## src/rtl/demux_dispatch_pkg.sv

```systemverilog
// Shared types and defaults for the demux dispatch controller.
// Optional statistics outputs are enabled by defining DEMUX_DISPATCH_STATS_EN.
package demux_dispatch_pkg;

   localparam int DW_DEF      = 8;
   localparam int TIMEOUT_DEF = 15;
   localparam int NCHAN       = 8;

   typedef enum logic {
      IDLE = 1'b0,
      SEND = 1'b1
   } state_e;

endpackage

```

## src/rtl/demux_rr_pick.sv

```systemverilog
// Combinational circular priority pick: first set mask bit at or after ptr, wrapping 7->0.
module demux_rr_pick
   import demux_dispatch_pkg::*;
(
   input  logic [2:0]       ptr,
   input  logic [NCHAN-1:0] mask,
   output logic [2:0]       idx,
   output logic             found
);

   logic [2:0] cand;

   // Walk offsets nearest-first; the first hit wins and later hits are ignored.
   always_comb begin
      idx   = ptr;
      found = 1'b0;
      cand  = ptr;
      for (int i = 0; i < NCHAN; i++) begin
         cand = ptr + 3'(i);
         if (!found && mask[cand]) begin
            idx   = cand;
            found = 1'b1;
         end
      end
   end

endmodule

```

## src/rtl/demux_dispatch_ctrl.sv

```systemverilog
// One-to-eight beat dispatcher with addressed / round-robin targeting and SEND timeout.
// Define DEMUX_DISPATCH_STATS_EN to add the beat_cnt / drop_cnt statistics outputs.
module demux_dispatch_ctrl
   import demux_dispatch_pkg::*;
#(
   parameter int DW      = DW_DEF,
   parameter int TIMEOUT = TIMEOUT_DEF
) (
   input  logic          clk,
   input  logic          rst_n,
   input  logic          in_valid,
   output logic          in_ready,
   input  logic [DW-1:0] in_data,
   input  logic [2:0]    in_dest,
   input  logic          mode,
   input  logic [7:0]    chan_en,
   output logic [7:0]    out_valid,
   output logic [DW-1:0] out_data,
   input  logic [7:0]    out_ready,
   output logic [2:0]    cur_sel,
   output logic          busy,
   output logic          drop_pulse
`ifdef DEMUX_DISPATCH_STATS_EN
   ,
   output logic [15:0]   beat_cnt,
   output logic [7:0]    drop_cnt
`endif
);

   localparam logic [7:0] WAIT_LAST = 8'(TIMEOUT - 1);

   state_e        state_q, state_d;
   logic [DW-1:0] data_q, data_d;
   logic [2:0]    sel_q, sel_d;
   logic [2:0]    rr_q, rr_d;
   logic [7:0]    wait_q, wait_d;
   logic          mode_q, mode_d;
   logic          drop_q, drop_d;
   logic          xfer;
   logic [2:0]    acc_idx, rt_idx;
   logic          acc_found, rt_found;

   demux_rr_pick u_acc_pick (
      .ptr   (rr_q),
      .mask  (chan_en),
      .idx   (acc_idx),
      .found (acc_found)
   );

   // Retarget search skips the channel that just timed out.
   demux_rr_pick u_rt_pick (
      .ptr   (sel_q + 3'd1),
      .mask  (chan_en & ~(8'b1 << sel_q)),
      .idx   (rt_idx),
      .found (rt_found)
   );

   always_ff @(posedge clk or negedge rst_n) begin
      if (!rst_n) begin
         state_q <= IDLE;
         data_q  <= '0;
         sel_q   <= '0;
         rr_q    <= '0;
         wait_q  <= '0;
         mode_q  <= 1'b0;
         drop_q  <= 1'b0;
      end else begin
         state_q <= state_d;
         data_q  <= data_d;
         sel_q   <= sel_d;
         rr_q    <= rr_d;
         wait_q  <= wait_d;
         mode_q  <= mode_d;
         drop_q  <= drop_d;
      end
   end

   always_comb begin
      state_d = state_q;
      data_d  = data_q;
      sel_d   = sel_q;
      rr_d    = rr_q;
      wait_d  = wait_q;
      mode_d  = mode_q;
      drop_d  = 1'b0;
      xfer    = 1'b0;
      unique case (state_q)
         IDLE: begin
            if (in_valid) begin
               data_d = in_data;
               mode_d = mode;
               wait_d = '0;
               if (mode) begin
                  sel_d = acc_idx;
                  if (acc_found) state_d = SEND;
                  else           drop_d  = 1'b1;
               end else begin
                  sel_d = in_dest;
                  if (chan_en[in_dest]) state_d = SEND;
                  else                  drop_d  = 1'b1;
               end
            end
         end
         SEND: begin
            if (out_ready[sel_q]) begin
               xfer    = 1'b1;
               state_d = IDLE;
               if (mode_q) rr_d = sel_q + 3'd1;
            end else if (wait_q == WAIT_LAST) begin
               if (mode_q && rt_found) begin
                  sel_d  = rt_idx;
                  wait_d = '0;
               end else begin
                  state_d = IDLE;
                  drop_d  = 1'b1;
               end
            end else begin
               wait_d = wait_q + 8'd1;
            end
         end
         default: state_d = IDLE;
      endcase
   end

   // in_ready is gated by rst_n so it reads low throughout reset.
   always_comb begin
      in_ready   = rst_n && (state_q == IDLE);
      busy       = (state_q != IDLE);
      out_valid  = (state_q == SEND) ? (8'b1 << sel_q) : 8'b0;
      out_data   = data_q;
      cur_sel    = sel_q;
      drop_pulse = drop_q;
   end

`ifdef DEMUX_DISPATCH_STATS_EN
   logic [15:0] beat_q;
   logic [7:0]  dcnt_q;

   always_ff @(posedge clk or negedge rst_n) begin
      if (!rst_n) begin
         beat_q <= '0;
         dcnt_q <= '0;
      end else begin
         if (xfer && beat_q != 16'hFFFF) beat_q <= beat_q + 16'd1;
         if (drop_d && dcnt_q != 8'hFF)  dcnt_q <= dcnt_q + 8'd1;
      end
   end

   assign beat_cnt = beat_q;
   assign drop_cnt = dcnt_q;
`endif

endmodule

```

## config.mk

```make
export PLATFORM = sky130hd
export DESIGN_NAME = demux_dispatch_ctrl
export DESIGN_NICKNAME = d
export VERILOG_FILES = /design/src/rtl/demux_dispatch_pkg.sv /design/src/rtl/demux_rr_pick.sv /design/src/rtl/demux_dispatch_ctrl.sv
export SDC_FILE = /design/constraint.sdc
export NUM_CORES = 1
export LEC_CHECK = 0
export BUFFER_PORTS_ARGS = -buffer_cell sky130_fd_sc_hd__buf_2
export CAP_MARGIN = 5
export CORE_MARGIN = 5
export CORE_UTILIZATION = 60
export CTS_CLUSTER_SIZE = 25
export DETAILED_ROUTE_END_ITERATION = 10
export PLACE_DENSITY = 0.83
export SLEW_MARGIN = 20
export SYNTH_ARGS = -nofsm -noshare
export SYNTH_HDL_FRONTEND = slang
export SYNTH_SLANG_ARGS = --single-unit
```

## constraint.sdc

```tcl
create_clock -name clk -period 7.9 [get_ports clk]
set_input_delay 1.58 -clock clk [delete_from_list [all_inputs] [get_ports clk]]
set_output_delay 1.58 -clock clk [all_outputs]
set_load 0.03 [all_outputs]
```

==> metrics <==
Final Slew Violations 0; TNS Setup 0 ps; CORE AREA 5890 sq um; DR vias/cell 6.60; register area share after synthesis 17.4%; fmax 202 MHz; layout cells sized above 1 23.6%; total grt overflow 0; DRT antenna net count 0; syn_nets 460; Avg Inst Size Synth 8.62 sq um; Initial Util 61.2%; Hold Path Stages 2; status complete, no violations; Iteration-0 DRC Markers 231; row count 28; io pins 53; Die W 87.5 microns; Yosys reg bits 25; Critical Path RT 8040 ps; initial antenna violation count 0; Gate Count Post-Synth 418; met3 WL 676 microns; Worst R2R Path Depth 11; worst r2r src cur_sel[0]; crit share post-route 62.6%; Inserted Diodes 0; Port Buffers 52; Layout Skew 9.71 ps; clk root buf clkbuf_8; Global Route Usage Sum 25.5%; RR Endpoint wait_q[7]; Synth Flop Type dfrtp_1; Worst Setup Path Type register to register; CTS tree done; Tmin final 4950 ps; PostCTS Resize Cnt 0; final hold violation count 0; most instantiated cells after synthesis 66 x nand2_1, 32 x nor2_1, 25 x dfrtp_1, 21 x a21oi_1; Critical Path AT 5090 ps; Slew Limit Headroom 36.0%; Die Area 7660 sq um; RSZ-0062 raised after global routing no; synth-to-layout area growth 4.93%; WL final 9.71 mm; hpwl dp 7.27 mm; # nets final 487; Die Height 87.5 microns; first-pass iteration count of the detailed router 5; Max Cap Viol 0; Yosys top cell by area dfrtp_1; total clock sinks 25; met1 wire length 4.19 mm; H-tree depth 1; Post-CTS Repair Setup Buffers 0; worst slew pin tran 959 ps; Async S/R FF share, synth 100%; mapped cell area 3600 sq um; top-count cell post-synth nand2_1; Crit. Startpoint cur_sel[0]; largest net degree at the start of global routing 33; Hold WC Path Type register to register; startpoint class of the critical path register; number of enable flip-flop cells after synthesis 0; main area contributors after synthesis dfrtp_1 17%, mux4_2 7.5%, nand2_1 6.9%, mux4_1 5.8%, ha_1 3.8%; Crit. End Element register; CP max FO 32; first-pass GRT wire length 15.7 mm; vias in the first global route 3173; Yosys cell types 88; Critical path destination wait_q[7]; Synth warnings 0; DR top layer met4; Max Root-Sink Buffers 2; DR vias 3427; top-area cell type share of the netlist area 17.4%; worst-skew pair later-pin latency 270 ps; flop2flop setup slack 2950 ps; Final setup viols 0; Reg clk slew, reported paths 80 ps; hold_buf cts 0; gp weighted congestion 1.08; Met2 Wirelength 4.67 mm; drt wl/cell 18.7 microns; DRC 0; TritonCTS Buffers 3
[per-stage QoR]
step           cell area [sq um]  setup WS, ps  hold WS, ps  instances  utilization, %
6_report                    3780          2950          474        519            64.3
5_1_grt                     3780          2700          501        519            64.3
4_1_cts                     3780          3100          480        519            64.3
3_5_place_dp                3730          3110          458        515            63.4
3_3_place_gp                3730          3320          453        515            63.4
2_1_floorplan               3600          4270          511        418               -
[worst min path at each step]
| stage | end | slack, ps | startpoint |
|---|---|---|---|
| floorplan | wait_q[7] | 510 | wait_q[7] |
| global placement | out_data[4] | 450 | out_data[4] |
| detailed placement | out_data[0] | 460 | out_data[0] |
| CTS | out_data[0] | 480 | out_data[0] |
| global route | out_data[5] | 500 | out_data[5] |
| finish | out_data[0] | 470 | out_data[0] |
[registers in the layout, indices dropped and copies added, names as in the netlist]
name and cells:
busy 1, wait_q 8, out_data 8, cur_sel 3
drop_pulse 1, mode_q 1, rr_q 3
[cells by family (layout without fill, tap and decap cells)]
group / Yosys count / count (layout) / synth area share, %
AO/OA/AOI/OAI: 109 / 109 / 22.8
XOR/XNOR: 15 / 15 / 3.85
adder cells (fa/ha/maj): 11 / 11 / 3.82
buffers and inverters: 45 / 71 / 7.91
flip-flops: 25 / 25 / 17.4
multiplexers: 35 / 35 / 18.4
AND/OR/NAND/NOR: 178 / 178 / 25.9
[metal layers]
metal  global-route usage [%]  vias to the layer above
li1                         -                     1615
met1                     36.1                     1636
met2                     41.8                      157
met3                     2.46                       19
met4                     6.97                        0
met5                        0                        -
[critical path: stages (launching register included)]
cell       delay (ps)
dfrtp_1           780
inv_1             300
ha_1             1010
inv_1             420
a221o_1           450
a32oi_2           350
o2111ai_1         200
nand4bb_1         270
a21oi_1           650
nor3_1            170
xnor2_1           170
nor2_1             60
[cell type report]
type | instances | area, sq um
Multi-Input combinational cell | 348 | 2690
Clock inverter | 1 | 7.51
Fill cell | 514 | 2100
Tap cell | 75 | 93.8
Sequential cell | 25 | 626
Timing Repair Buffer | 53 | 268
Clock buffer | 3 | 41.3
Inverter | 14 | 52.6
[layout by cell type, fill, tap and decap left out, drive strengths merged, types with 6 or more instances in the layout]
cell type	n
nand2	68
buf	53
nor2	34
dfrtp	25
a21oi	21
mux4	20
o21ai	16
inv	14
mux2i	12
ha	11
a211oi	11
nor2b	10
xnor2	9
nand3	9
and3	7
and2	7
nor3	7
xor2	6
o31ai	6
nor3b	6
Power is left out: the tool's default activity adds up to more than one toggle a clock period on the data nets, which glitch-free logic cannot reach.
